## src/rtl/lives_hud.sv

```systemverilog
// lives_hud: N-heart lives indicator for the VGA status strip.
// Hearts are fetched from the shared 16x16 sprite BRAM. Losing a life makes
// the affected hearts blink before they vanish. Gaining a life makes the new
// hearts flash white. All life changes are applied on frame_tick only.
module lives_hud #(
  parameter int MAX_LIVES    = 5,
  parameter int LIVES_W      = 3,
  parameter int HEART_W      = 16,
  parameter int HEART_H      = 16,
  parameter int X_START      = 160,
  parameter int Y_POS        = 456,
  parameter int SPACING      = 8,
  parameter int BLINK_FRAMES = 24,
  parameter int BLINK_HALF   = 4,
  parameter int FLASH_FRAMES = 6
) (
  input  logic               clk,
  input  logic               reset,
  input  logic               frame_tick,
  input  logic [LIVES_W-1:0] lives_in,
  input  logic [9:0]         h_count,
  input  logic [8:0]         v_count,
  output logic [3:0]         sprite_x,
  output logic [3:0]         sprite_y,
  input  logic [5:0]         pixel_data,
  output logic [2:0]         vga_r,
  output logic [2:0]         vga_g,
  output logic [2:0]         vga_b,
  output logic               pixel_active,
  output logic               anim_busy
);

  localparam int PITCH = HEART_W + SPACING;
  localparam int LV_W  = 4;
  localparam int BC_W  = (BLINK_FRAMES > 2) ? $clog2(BLINK_FRAMES) : 1;
  localparam int HC_W  = (BLINK_HALF > 2) ? $clog2(BLINK_HALF) : 1;
  localparam int FC_W  = (FLASH_FRAMES > 2) ? $clog2(FLASH_FRAMES) : 1;

  // Geometry sanity: the whole strip must sit inside the visible 640x480 area.
  if (X_START + MAX_LIVES * (HEART_W + SPACING) - SPACING > 640) begin : g_bad_x
    $error("lives_hud: heart strip extends past column 640");
  end
  if (Y_POS + HEART_H > 480) begin : g_bad_y
    $error("lives_hud: heart strip extends past row 480");
  end
  if (MAX_LIVES < 1 || MAX_LIVES > 8) begin : g_bad_n
    $error("lives_hud: MAX_LIVES must be within 1..8");
  end

  typedef enum logic [1:0] {
    IDLE  = 2'd0,
    BLINK = 2'd1,
    FLASH = 2'd2
  } state_t;

  state_t           state, state_n;
  logic [LV_W-1:0]  shown_lives, shown_n;
  logic [LV_W-1:0]  blink_lo, blink_lo_n;
  logic [LV_W-1:0]  flash_lo, flash_lo_n;
  logic [BC_W-1:0]  blink_cnt, blink_cnt_n;
  logic [HC_W-1:0]  half_cnt, half_cnt_n;
  logic             phase, phase_n;
  logic [FC_W-1:0]  flash_cnt, flash_cnt_n;
  logic [LV_W-1:0]  target;

  logic             hit;
  logic [2:0]       hit_k;
  logic [3:0]       hit_x;
  logic [3:0]       hit_y;
  logic             row_hit;
  logic [2:0]       k_s1, k_s2;
  logic             in_strip_s1, in_strip_s2;

  logic [LV_W-1:0]  slot;
  logic             visible;
  logic             white;
  logic [2:0]       r_n, g_n, b_n;
  logic             active_n;

  // Clamp the requested life count to the number of slots.
  always_comb begin
    if (32'(lives_in) > 32'(MAX_LIVES)) target = LV_W'(MAX_LIVES);
    else                                target = LV_W'(lives_in);
  end

  // Slot decode against constant per-slot start columns, so no divider is needed.
  always_comb begin
    hit     = 1'b0;
    hit_k   = '0;
    hit_x   = '0;
    row_hit = (v_count >= 9'(Y_POS)) && (v_count < 9'(Y_POS + HEART_H));
    hit_y   = 4'(v_count - 9'(Y_POS));
    for (int k = 0; k < MAX_LIVES; k++) begin
      if ((h_count >= 10'(X_START + k * PITCH)) &&
          (h_count <  10'(X_START + k * PITCH + HEART_W))) begin
        hit   = row_hit;
        hit_k = 3'(k);
        hit_x = 4'(h_count - 10'(X_START + k * PITCH));
      end
    end
  end

  // Address stage plus one delay stage that keeps slot info aligned with BRAM data.
  always_ff @(posedge clk) begin
    if (reset) begin
      sprite_x    <= '0;
      sprite_y    <= '0;
      k_s1        <= '0;
      in_strip_s1 <= 1'b0;
      k_s2        <= '0;
      in_strip_s2 <= 1'b0;
    end else begin
      sprite_x    <= hit ? hit_x : 4'd0;
      sprite_y    <= hit ? hit_y : 4'd0;
      k_s1        <= hit ? hit_k : 3'd0;
      in_strip_s1 <= hit;
      k_s2        <= k_s1;
      in_strip_s2 <= in_strip_s1;
    end
  end

  // Animation state register; anim_busy follows the registered state exactly.
  always_ff @(posedge clk) begin
    if (reset) begin
      state       <= IDLE;
      shown_lives <= '0;
      blink_lo    <= '0;
      flash_lo    <= '0;
      blink_cnt   <= '0;
      half_cnt    <= '0;
      phase       <= 1'b0;
      flash_cnt   <= '0;
      anim_busy   <= 1'b0;
    end else begin
      state       <= state_n;
      shown_lives <= shown_n;
      blink_lo    <= blink_lo_n;
      flash_lo    <= flash_lo_n;
      blink_cnt   <= blink_cnt_n;
      half_cnt    <= half_cnt_n;
      phase       <= phase_n;
      flash_cnt   <= flash_cnt_n;
      anim_busy   <= (state_n != IDLE);
    end
  end

  // Next-state logic, only advancing on frame_tick so a frame never tears.
  always_comb begin
    state_n     = state;
    shown_n     = shown_lives;
    blink_lo_n  = blink_lo;
    flash_lo_n  = flash_lo;
    blink_cnt_n = blink_cnt;
    half_cnt_n  = half_cnt;
    phase_n     = phase;
    flash_cnt_n = flash_cnt;
    if (frame_tick) begin
      unique case (state)
        IDLE: begin
          if (target < shown_lives) begin
            state_n     = BLINK;
            blink_lo_n  = target;
            blink_cnt_n = '0;
            half_cnt_n  = '0;
            phase_n     = 1'b1;
          end else if (target > shown_lives) begin
            state_n     = FLASH;
            flash_lo_n  = shown_lives;
            shown_n     = target;
            flash_cnt_n = '0;
          end
        end
        BLINK: begin
          if (target >= shown_lives) begin
            if (target > shown_lives) begin
              state_n     = FLASH;
              flash_lo_n  = shown_lives;
              shown_n     = target;
              flash_cnt_n = '0;
            end else begin
              state_n = IDLE;
            end
          end else if (target < blink_lo) begin
            blink_lo_n  = target;
            blink_cnt_n = '0;
            half_cnt_n  = '0;
            phase_n     = 1'b1;
          end else begin
            blink_lo_n = target;
            if (blink_cnt == BC_W'(BLINK_FRAMES - 1)) begin
              shown_n = target;
              state_n = IDLE;
            end else begin
              blink_cnt_n = blink_cnt + 1'b1;
              if (half_cnt == HC_W'(BLINK_HALF - 1)) begin
                half_cnt_n = '0;
                phase_n    = ~phase;
              end else begin
                half_cnt_n = half_cnt + 1'b1;
              end
            end
          end
        end
        FLASH: begin
          if (target < shown_lives) begin
            state_n     = BLINK;
            blink_lo_n  = target;
            blink_cnt_n = '0;
            half_cnt_n  = '0;
            phase_n     = 1'b1;
          end else if (target > shown_lives) begin
            shown_n     = target;
            flash_cnt_n = '0;
          end else if (flash_cnt == FC_W'(FLASH_FRAMES - 1)) begin
            state_n = IDLE;
          end else begin
            flash_cnt_n = flash_cnt + 1'b1;
          end
        end
        default: state_n = IDLE;
      endcase
    end
  end

  // Pixel colour: visibility, transparency, white flash and 2-to-3 bit expansion.
  always_comb begin
    slot     = {1'b0, k_s2};
    visible  = ((slot < shown_lives) && (state != BLINK)) ||
               (slot < blink_lo) ||
               ((state == BLINK) && (slot >= blink_lo) && (slot < shown_lives) && phase);
    white    = (state == FLASH) && (slot >= flash_lo) && (slot < shown_lives);
    r_n      = 3'd0;
    g_n      = 3'd0;
    b_n      = 3'd0;
    active_n = 1'b0;
    if (in_strip_s2 && visible && (pixel_data != 6'd0)) begin
      active_n = 1'b1;
      if (white) begin
        r_n = 3'b111;
        g_n = 3'b111;
        b_n = 3'b111;
      end else begin
        r_n = {pixel_data[5:4], pixel_data[5]};
        g_n = {pixel_data[3:2], pixel_data[3]};
        b_n = {pixel_data[1:0], pixel_data[1]};
      end
    end
  end

  // Registered overlay output for the top-level pixel mux.
  always_ff @(posedge clk) begin
    if (reset) begin
      vga_r        <= '0;
      vga_g        <= '0;
      vga_b        <= '0;
      pixel_active <= 1'b0;
    end else begin
      vga_r        <= r_n;
      vga_g        <= g_n;
      vga_b        <= b_n;
      pixel_active <= active_n;
    end
  end

endmodule

```

## config.mk

```make
export PLATFORM = sky130hd
export DESIGN_NAME = lives_hud
export DESIGN_NICKNAME = d
export VERILOG_FILES = /design/src/rtl/lives_hud.sv
export SDC_FILE = /design/constraint.sdc
export NUM_CORES = 1
export LEC_CHECK = 0
export CAP_MARGIN = 20
export CORE_ASPECT_RATIO = 1.4
export CORE_MARGIN = 5
export CORE_UTILIZATION = 46
export DETAILED_ROUTE_END_ITERATION = 8
export PLACE_DENSITY_LB_ADDON = 0.2
export SYNTH_ARGS = -nofsm -noshare
export SYNTH_HDL_FRONTEND = slang
export SYNTH_SLANG_ARGS = --single-unit
export TNS_END_PERCENT = 1
```

## constraint.sdc

```tcl
create_clock -name clk -period 1.9 [get_ports clk]
set_input_delay 0.285 -clock clk [delete_from_list [all_inputs] [get_ports clk]]
set_output_delay 0.285 -clock clk [all_outputs]
set_load 0.1 [all_outputs]
```

==> results of run 1 <==
## state kept, by name, summed over array words and instances (netlist names), named ones only
name          cells
anim_busy         1
blink_cnt         5
blink_lo          3
flash_cnt         3
flash_lo          4
half_cnt          2
in_strip_s1       1
in_strip_s2       1
k_s1              3
k_s2              3
phase             1
pixel_active      1
shown_lives       1
sprite_x          4
sprite_y          4
state             2
vga_b             2
vga_g             2
vga_r             2
## metal layers
metal / track usage (%) / vias up / routed length [um]
li1: - / 1065 / -
met1: 16.9 / 997 / 2150
met2: 32.0 / 29 / 3190
met3: 3.27 / 8 / 178
met4: 6.90 / 0 / 107
met5: 0 / - / 0
## report_power, final
group          total, mW  switching, mW  internal (mW)  leakage [nW]
Sequential          1.07         0.0291           1.04         0.389
Clock              0.893          0.363          0.530        0.0687
Combinational      0.574          0.287          0.288         0.919
## worst min-delay path by stage
stage,startpoint,to,slack [ps]
after global routing,lives_in[2],blink_lo[2],430
after global placement,in_strip_s1,in_strip_s2,420
after CTS,in_strip_s1,in_strip_s2,440
final,lives_in[2],blink_lo[2],420
after floorplan,v_count[3],sprite_y[3],360
after detailed placement,in_strip_s1,in_strip_s2,420
## layout make-up
| class | count | area (um^2) |
|---|---|---|
| Sequential cell | 48 | 963 |
| Clock buffer | 5 | 68.8 |
| Clock inverter | 3 | 68.8 |
| Inverter | 13 | 48.8 |
| Tap cell | 66 | 82.6 |
| Timing Repair Buffer | 87 | 728 |
| Fill cell | 451 | 1730 |
| Multi-Input combinational cell | 180 | 1430 |
## worst register-to-register path, cell delays in order, from the launching register on
cell	delay, ps
dfxtp_2	330
inv_1	70
ha_1	300
buf_4	110
nand3_1	110
a21oi_4	200
o211ai_2	170
and4_1	230
a31o_2	200
## layout by cell type (no fill, tap or decap), types with 9 or more instances in the layout
| cell | n |
|---|---|
| nand2_1 | 14 |
| inv_1 | 11 |
| dfxtp_1 | 46 |
| a21oi_1 | 12 |
| o21ai_0 | 9 |
| nor2b_1 | 9 |
| ha_1 | 15 |
| clkdlybuf4s50_1 | 27 |
| buf_4 | 55 |
| nor2_1 | 13 |
## per-stage QoR
step / power, mW / cells / TNS, ps / setup WS, ps / instance area, um^2
floorplan: 1.37 / 251 / 0 / 82.2 / 2400
global placement: 1.59 / 392 / -9480 / -451 / 3140
detailed placement: 1.60 / 392 / -10260 / -490 / 3140
CTS: 2.52 / 402 / 0 / 23.8 / 3350
global route: 2.65 / 402 / -167 / -47.6 / 3390
finish: 2.53 / 402 / 0 / 88.6 / 3390
## what timing repair did
item                                    CTS  global route
pin swaps                                 4             3
gates resized for setup                  17            13
endpoints found under the hold margin     0             0
buffers inserted                          2             0
endpoints found under the setup margin   22            22
## logic make-up after synthesis
kind of cell,count (synthesis),synth area share [%]
AOI/OAI and AO/OA,63,19.2
xor gates and xnor gates,2,0.730
adders and majority gates,17,8.86
buffers and inverters,23,4.59
DFF,48,40.0
muxes,5,2.19
and+or+nand+nor,93,24.4
==> reports/metrics.yaml, run 1 <==
worstPathRequired_ps: 2100
clock_skew_ps: 4.69
synth_area_leaders: "dfxtp_1 40%, ha_1 8.9%, a21oi_1 2.7%, nand2_1 2.3%, nor2_1 2.3%"
finalHoldWorstSlack_ps: 417
core_area_um2: 5120
die_w_um: 71.1
cts_buffers: 5
synth-edff-count: 0
grt_pass1_wl_um: 9000
gr-total-overflow: 0
rr_worst_depth: 8
cp.arrival_ps: 2010
first_global_vias: 2134
crit-reg2reg-launch: "blink_lo[2]"
initial_core_util_pct: 46.9
antenna_found_initial: 0
grt_start_max_net_pins: 17
yosysTopAreaCell: "dfxtp_1"
crit_buf_inv: 2
drt-initial-drc-count: 55
cts_hold_buf: 0
synth_most_common_cell: "dfxtp_1"
slew-limit-headroom_pct: 76.7
synth_commonest_cells: "48 x dfxtp_1, 17 x ha_1, 15 x nand2_1, 15 x nor2_1"
synth_seq_cells: 48
post-route-period-util_pct: 95.3
dr.pass1.iters: 6
dpl.hpwl_um: 4270
critPathMaxStageDelay_ps: 330
ir_drop_uv: 612
yosysSeqAreaShare_pct: 40.0
yosysUniqueCellTypes: 58
clk_latency_ps: 300
avgSynthCellArea_um2: 9.57
critPathTopFamily: "compound AO/OA/AOI/OAI gates"
finalSetupViolations: 0
drc: 0
rows: 31
wire_per_inst_um: 14.0
syn_nets: 299
num_vias: 2099
worst-path-stages: 8
die_h_um: 95.5
cts_max_path_buffers: 2
r2r_slack_ps: 90
final_hold_viol_count: 0
synth_cells: 251
status: "finished clean"
cts.sinks: 48
hold_path.class: "input pin to register"
layout-drive-gt1-share_pct: 30.4
crit_chain: "inv_1, ha_1, buf_4, nand3_1, a21oi_4, o211ai_2, and4_1, a31o_2"
synth.top_cell.area_share_pct: 40.0
period_needed_ps: 1810
synth_ff_type: "dfxtp_1"
power_density_nw_per_um2: 747
io-pin-count: 50
ant_nets: 0
antenna_cells: 0
setup.worst_path.start_class: "register"
tightest_slew_ps: 346
nNetsFinal: 383
cts_root_buf: "clkbuf_8"
worstPathMaxFanout: 5
syn_area_um2: 2400
crit_slowest_cell: "dfxtp_2"
port_buffers: 49
rsz0062_at_grt: "yes"
routed_via_density: 5.22
cts_tree: "yes"
cts_max_level: 2
synth.yosys.warnings: 0
final_core_util_pct: 66.2
grt_usage_pct: 16.5
maxCapViolCount: 0
cp-startpoint: "blink_lo[2]"
whs_path_depth: 4
async_reset_ff_share_pct: 0
report.final.slew_viol_count: 0
max_freq_ghz: 0.552
die_area_um2: 6790
wl_um: 5620
worstSetupPathType: "register to register"
path_clk_slew_ps: 90
endpoint_kind: "register"
syn2layout_area_growth_pct: 41.2
gp_congestion: 0.839
leakage_nw: 1.38
Power figures use the tool's default switching activity.
==> inputs of run 2 (changes only) <==
Clock period 1.9 ns to 1.5 ns, I/O delays scaled along.
==> run 2 against run 1 <==
The flow now finishes with violations (negative setup slack). Design area grew 16%. Critical path type unchanged. Final cell count grew 4.5%. Critical path depth grew 1. Hold slack lost 270 ps. Largest power group unchanged.
==> reports/metrics.yaml, run 2 (synthesis gave the netlist of run 1 again) <==
power_mw: 3.35
drt-initial-drc-count: 77
cts_max_level: 2
largest_register: "blink_cnt"
die_w_um: 71.1
layout_commonest_cell: "buf_4"
largest_register_ffs: 5
busiest_layer: "met2"
leakage_nw: 1.56
syn2layout_area_growth_pct: 63.5
worstPathMaxFanout: 6
grt_usage_pct: 19.3
worstSetupPathType: "register to register"
wire_per_inst_um: 15.0
power_density_nw_per_um2: 854
slew-limit-headroom_pct: 67.1
clock_skew_ps: 10.2
num_vias: 2225
antenna_cells: 0
cts_hold_buf: 0
routed_via_density: 5.30
rsz0062_at_grt: "yes"
antenna_found_initial: 0
gp_congestion: 0.836
clk_latency_ps: 300
io-pin-count: 50
grt_pass1_wl_um: 10300
nNetsFinal: 401
final_area_um2: 3930
gr-total-overflow: 0
wl_um: 6280
initial_core_util_pct: 46.9
post-route-period-util_pct: 119
setup.worst_path.start_class: "register"
violations: "negative setup slack"
tightest_slew_ps: 485
grt_start_max_net_pins: 17
final_hold_viol_count: 0
dr.pass1.iters: 4
use_met1_pct: 19.4
cts_max_path_buffers: 2
dpl-instance-area_um2: 3550
stdcell_count: 420
max_freq_ghz: 0.558
die_area_um2: 6790
ant_nets: 0
final_cell_mix: "47 x buf_4, 44 x dfxtp_1, 24 x clkdlybuf4s50_1, 19 x buf_12, 13 x ha_1"
cts.sinks: 48
first_global_vias: 2305
die_h_um: 95.5
maxCapViolCount: 0
tns_ps: -5380
hold_path.class: "input pin to register"
ir_drop_uv: 496
core_area_um2: 5120
worst_slack_ps: -292
cp.arrival_ps: 2040
period_needed_ps: 1790
met3_usage_pct: 3.16
report.final.slew_viol_count: 0
finalSetupViolations: 31
status: "finished, violations left"
cts_tree: "yes"
worstPathRequired_ps: 1750
rows: 31
layout-drive-gt1-share_pct: 40.7
cts_buffers: 5
endpoint_kind: "register"
dpl.hpwl_um: 4690
dpl_worst_slack_ps: -1000
path_clk_slew_ps: 90
port_buffers: 49
drc: 0
place_inst: 411
met2_usage_pct: 37.7
cts_root_buf: "clkbuf_8"
run 2: changes by cell type in the layout (fill, tap and decap cells not counted), moves of 3 or more:
cell and change:
a21oi_1 -6, a21oi_2 +3, a21oi_4 +3, buf_12 +19
buf_4 -8, buf_6 +7, clkdlybuf4s50_1 -3, inv_1 -3
inv_2 +3
run 2: path summary, 6_finish.rpt:
check	slack [ps]	end	startpoint	depth (start not counted)
max	-290	flash_cnt[1]	register	9
min reg2reg	450	k_s2[1]	k_s1[1]	1
min	150	sprite_y[3]	v_count[3]	2
max reg2reg	-290	flash_cnt[1]	register	9
run 2: power breakdown:
group / switching (mW) / internal (mW)
registers: 0.0330 / 1.31
clock network: 0.450 / 0.671
logic: 0.426 / 0.458
run 2: cell type report:
| cell class | instances | area, um^2 |
|---|---|---|
| multi-input combinational | 180 | 1550 |
| fill | 341 | 1190 |
| timing repair buffer | 105 | 1140 |
| sequential | 48 | 966 |
| tap | 66 | 82.6 |
| clock buffer | 5 | 68.8 |
| clock inverter | 3 | 68.8 |
| inverter | 13 | 48.8 |
run 2: worst max-delay path, stage by stage, from the launching register on:
cell and delay, ps:
dfxtp_2 340, inv_2 50, ha_4 280, nand2b_4 60, a211oi_4 210, buf_6 160, buf_6 110, nand4b_4 100
a2111o_1 310, a21oi_2 110
run 2: what timing repair did:
item                       CTS  global route
pin swaps                    8             8
resized for setup           51            13
setup endpoints to repair   42            41
buffers inserted             1             0
run 2: routing by layer:
metal,part of all wire [%],up-vias
li1,-,1100
met1,35,1059
met2,59,54
met3,3.6,12
met4,2.6,0
met5,0,-
run 2: stage by stage:
| stage | util [%] | hold WS, ps |
|---|---|---|
| 2_1_floorplan | - | 297 |
| 5_1_grt | 76.7 | 151 |
| 3_5_place_dp | 69.4 | 433 |
| 6_report | 76.7 | 150 |
| 3_3_place_gp | 69.4 | 418 |
| 4_1_cts | 75.5 | 457 |
==> inputs of run 3 (changes only) <==
Settings changed: GPL_TIMING_DRIVEN set to 0, TNS_END_PERCENT 1 to 5.
==> run 3 against run 2 <==
The flow still finishes with violations (negative setup slack). Fmax down 2.6%. Via count down 8.0%. Clock skew about the same. Hold slack better by 180 ps. Core utilization down 10 points. Sequential power about the same. Largest cell class unchanged. Largest power group unchanged. Highest routed layer unchanged.
==> reports/metrics.yaml, run 3 (synthesis gave the netlist of run 1 again) <==
status: "finished, violations left"
power_density_nw_per_um2: 915
r2r_end: "flash_cnt[1]"
wire_per_inst_um: 15.1
dpl.hpwl_um: 4120
cts_max_path_buffers: 2
violations: "negative setup slack"
dr.pass1.iters: 4
n_fill_cell: 433
cts.sinks: 48
largest_register_ffs: 5
layout-drive-gt1-share_pct: 31.0
antenna_cells: 0
setup.worst_path.start_class: "register"
post-route-period-util_pct: 123
finalSetupViolations: 38
slew-limit-headroom_pct: 63.1
rsz0062_at_grt: "yes"
port_buffers: 48
tightest_slew_ps: 556
ir_drop_uv: 610
worstSetupPathType: "register to register"
num_vias: 2046
drc: 0
routed_via_density: 5.31
min_from: "h_count[4]"
core_area_um2: 5120
grt_usage_pct: 17.4
initial_core_util_pct: 46.9
dpl-instance-area_um2: 3000
maxCapViolCount: 0
gp_congestion: 0.793
leakage_nw: 1.27
top_layer_used: "met4"
clk_latency_ps: 300
worstPathMaxFanout: 5
drt-initial-drc-count: 94
final_cell_mix: "43 x dfxtp_1, 25 x clkdlybuf4s50_1, 17 x buf_4, 17 x clkdlybuf4s15_2, 14 x nand2_1"
wl_um: 5820
first_global_vias: 2074
met2_length_um: 3120
grt_pass1_wl_um: 9430
final_core_util_pct: 66.4
cp.arrival_ps: 2080
syn2layout_area_growth_pct: 41.6
die_area_um2: 6790
grt_start_max_net_pins: 16
gr-total-overflow: 0
path_clk_slew_ps: 90
cts_root_buf: "clkbuf_8"
layout_commonest_cell: "dfxtp_1"
internal_power_mw: 2.23
p_switching_mw: 0.880
hold_path.class: "input pin to register"
nNetsFinal: 366
cts_max_level: 2
die_w_um: 71.1
cts_hold_buf: 0
met3_length_um: 204
cts_buffers: 5
io-pin-count: 50
largest_register: "blink_cnt"
report.final.slew_viol_count: 0
endpoint_kind: "register"
final_hold_viol_count: 0
whs_path_depth: 4
clockPowerShare_pct: 31.8
final_area_um2: 3400
clock_skew_ps: 10.3
wl_met1_um: 2350
power_mw: 3.11
worstPathRequired_ps: 1740
p_sw_share_pct: 28.3
period_needed_ps: 1840
rows: 31
worst_slack_ps: -340
rr_worst_depth: 8
p_comb_share_pct: 24.6
max_freq_ghz: 0.544
die_h_um: 95.5
antenna_found_initial: 0
cts_tree: "yes"
pwr-share-seq_pct: 43.6
r2r_slack_ps: -340
holdPathEnd: "k_s1[2]"
ant_nets: 0
-- run 3: cell types whose count changed in the layout (fill, tap and decap cells not counted), moves of 3 or more --
cell and delta:
clkdlybuf4s15_2 +15, a21oi_2 -3, buf_4 -30, a21oi_1 +5, buf_12 -18, buf_6 -6
-- run 3: critical path, stage by stage, from the launching register on --
cell	delay, ps
dfxtp_2	350
inv_2	60
ha_4	290
nand2b_4	60
a211oi_4	280
buf_6	180
nand4b_4	110
a2111o_1	320
a21oi_2	130
-- run 3: how the worst max path moves through the flow --
stage / to / depth (start not counted) / slack, ps
2_1_floorplan: flash_cnt[1] / 8 / -210
3_3_place_gp: anim_busy / 9 / -1160
3_5_place_dp: anim_busy / 9 / -1160
4_1_cts: flash_cnt[1] / 8 / -350
5_1_grt: flash_cnt[1] / 8 / -420
6_report: flash_cnt[1] / 8 / -340
-- run 3: area by class of cell --
type | instances | area [um^2] | share of cell area [%]
repair buffers | 60 | 593 | 17.4
inverters | 13 | 48.8 | 1.43
well taps | 66 | 82.6 | 2.43
clock buffers | 6 | 82.6 | 2.43
clock inverters | 2 | 38.8 | 1.14
multi-input cells | 180 | 1520 | 44.6
flip-flops and latches | 48 | 967 | 28.4
plain buffers | 10 | 70.1 | 2.06
-- run 3: metal layers --
layer	up-vias	track usage [%]
li1	1035	-
met2	43	32.8
met1	959	19.0
met3	9	3.16
met4	0	6.90
met5	-	0
-- run 3: power groups by stage --
stage | registers [mW] | clock network, mW | logic (mW)
global placement | 1.38 | 0 | 0.560
floorplan | 1.41 | 0 | 0.348
global route | 1.36 | 1.06 | 0.827
finish | 1.36 | 0.988 | 0.766
CTS | 1.35 | 1.00 | 0.708
detailed placement | 1.38 | 0 | 0.572
-- run 3: through the flow --
step	hold slack, ps	setup TNS, ps	setup WS (ps)	std cells
CTS	312	-6460	-354	384
finish	332	-7600	-340	385
floorplan	297	-4150	-211	251
global route	351	-11810	-417	385
detailed placement	420	-34970	-1160	365
global placement	421	-34650	-1160	365
-- run 3: timing repair --
item | CTS | global route
resized for setup | 86 | 16
pin swaps | 12 | 10
setup endpoints to repair | 62 | 42
buffers inserted | 11 | 1
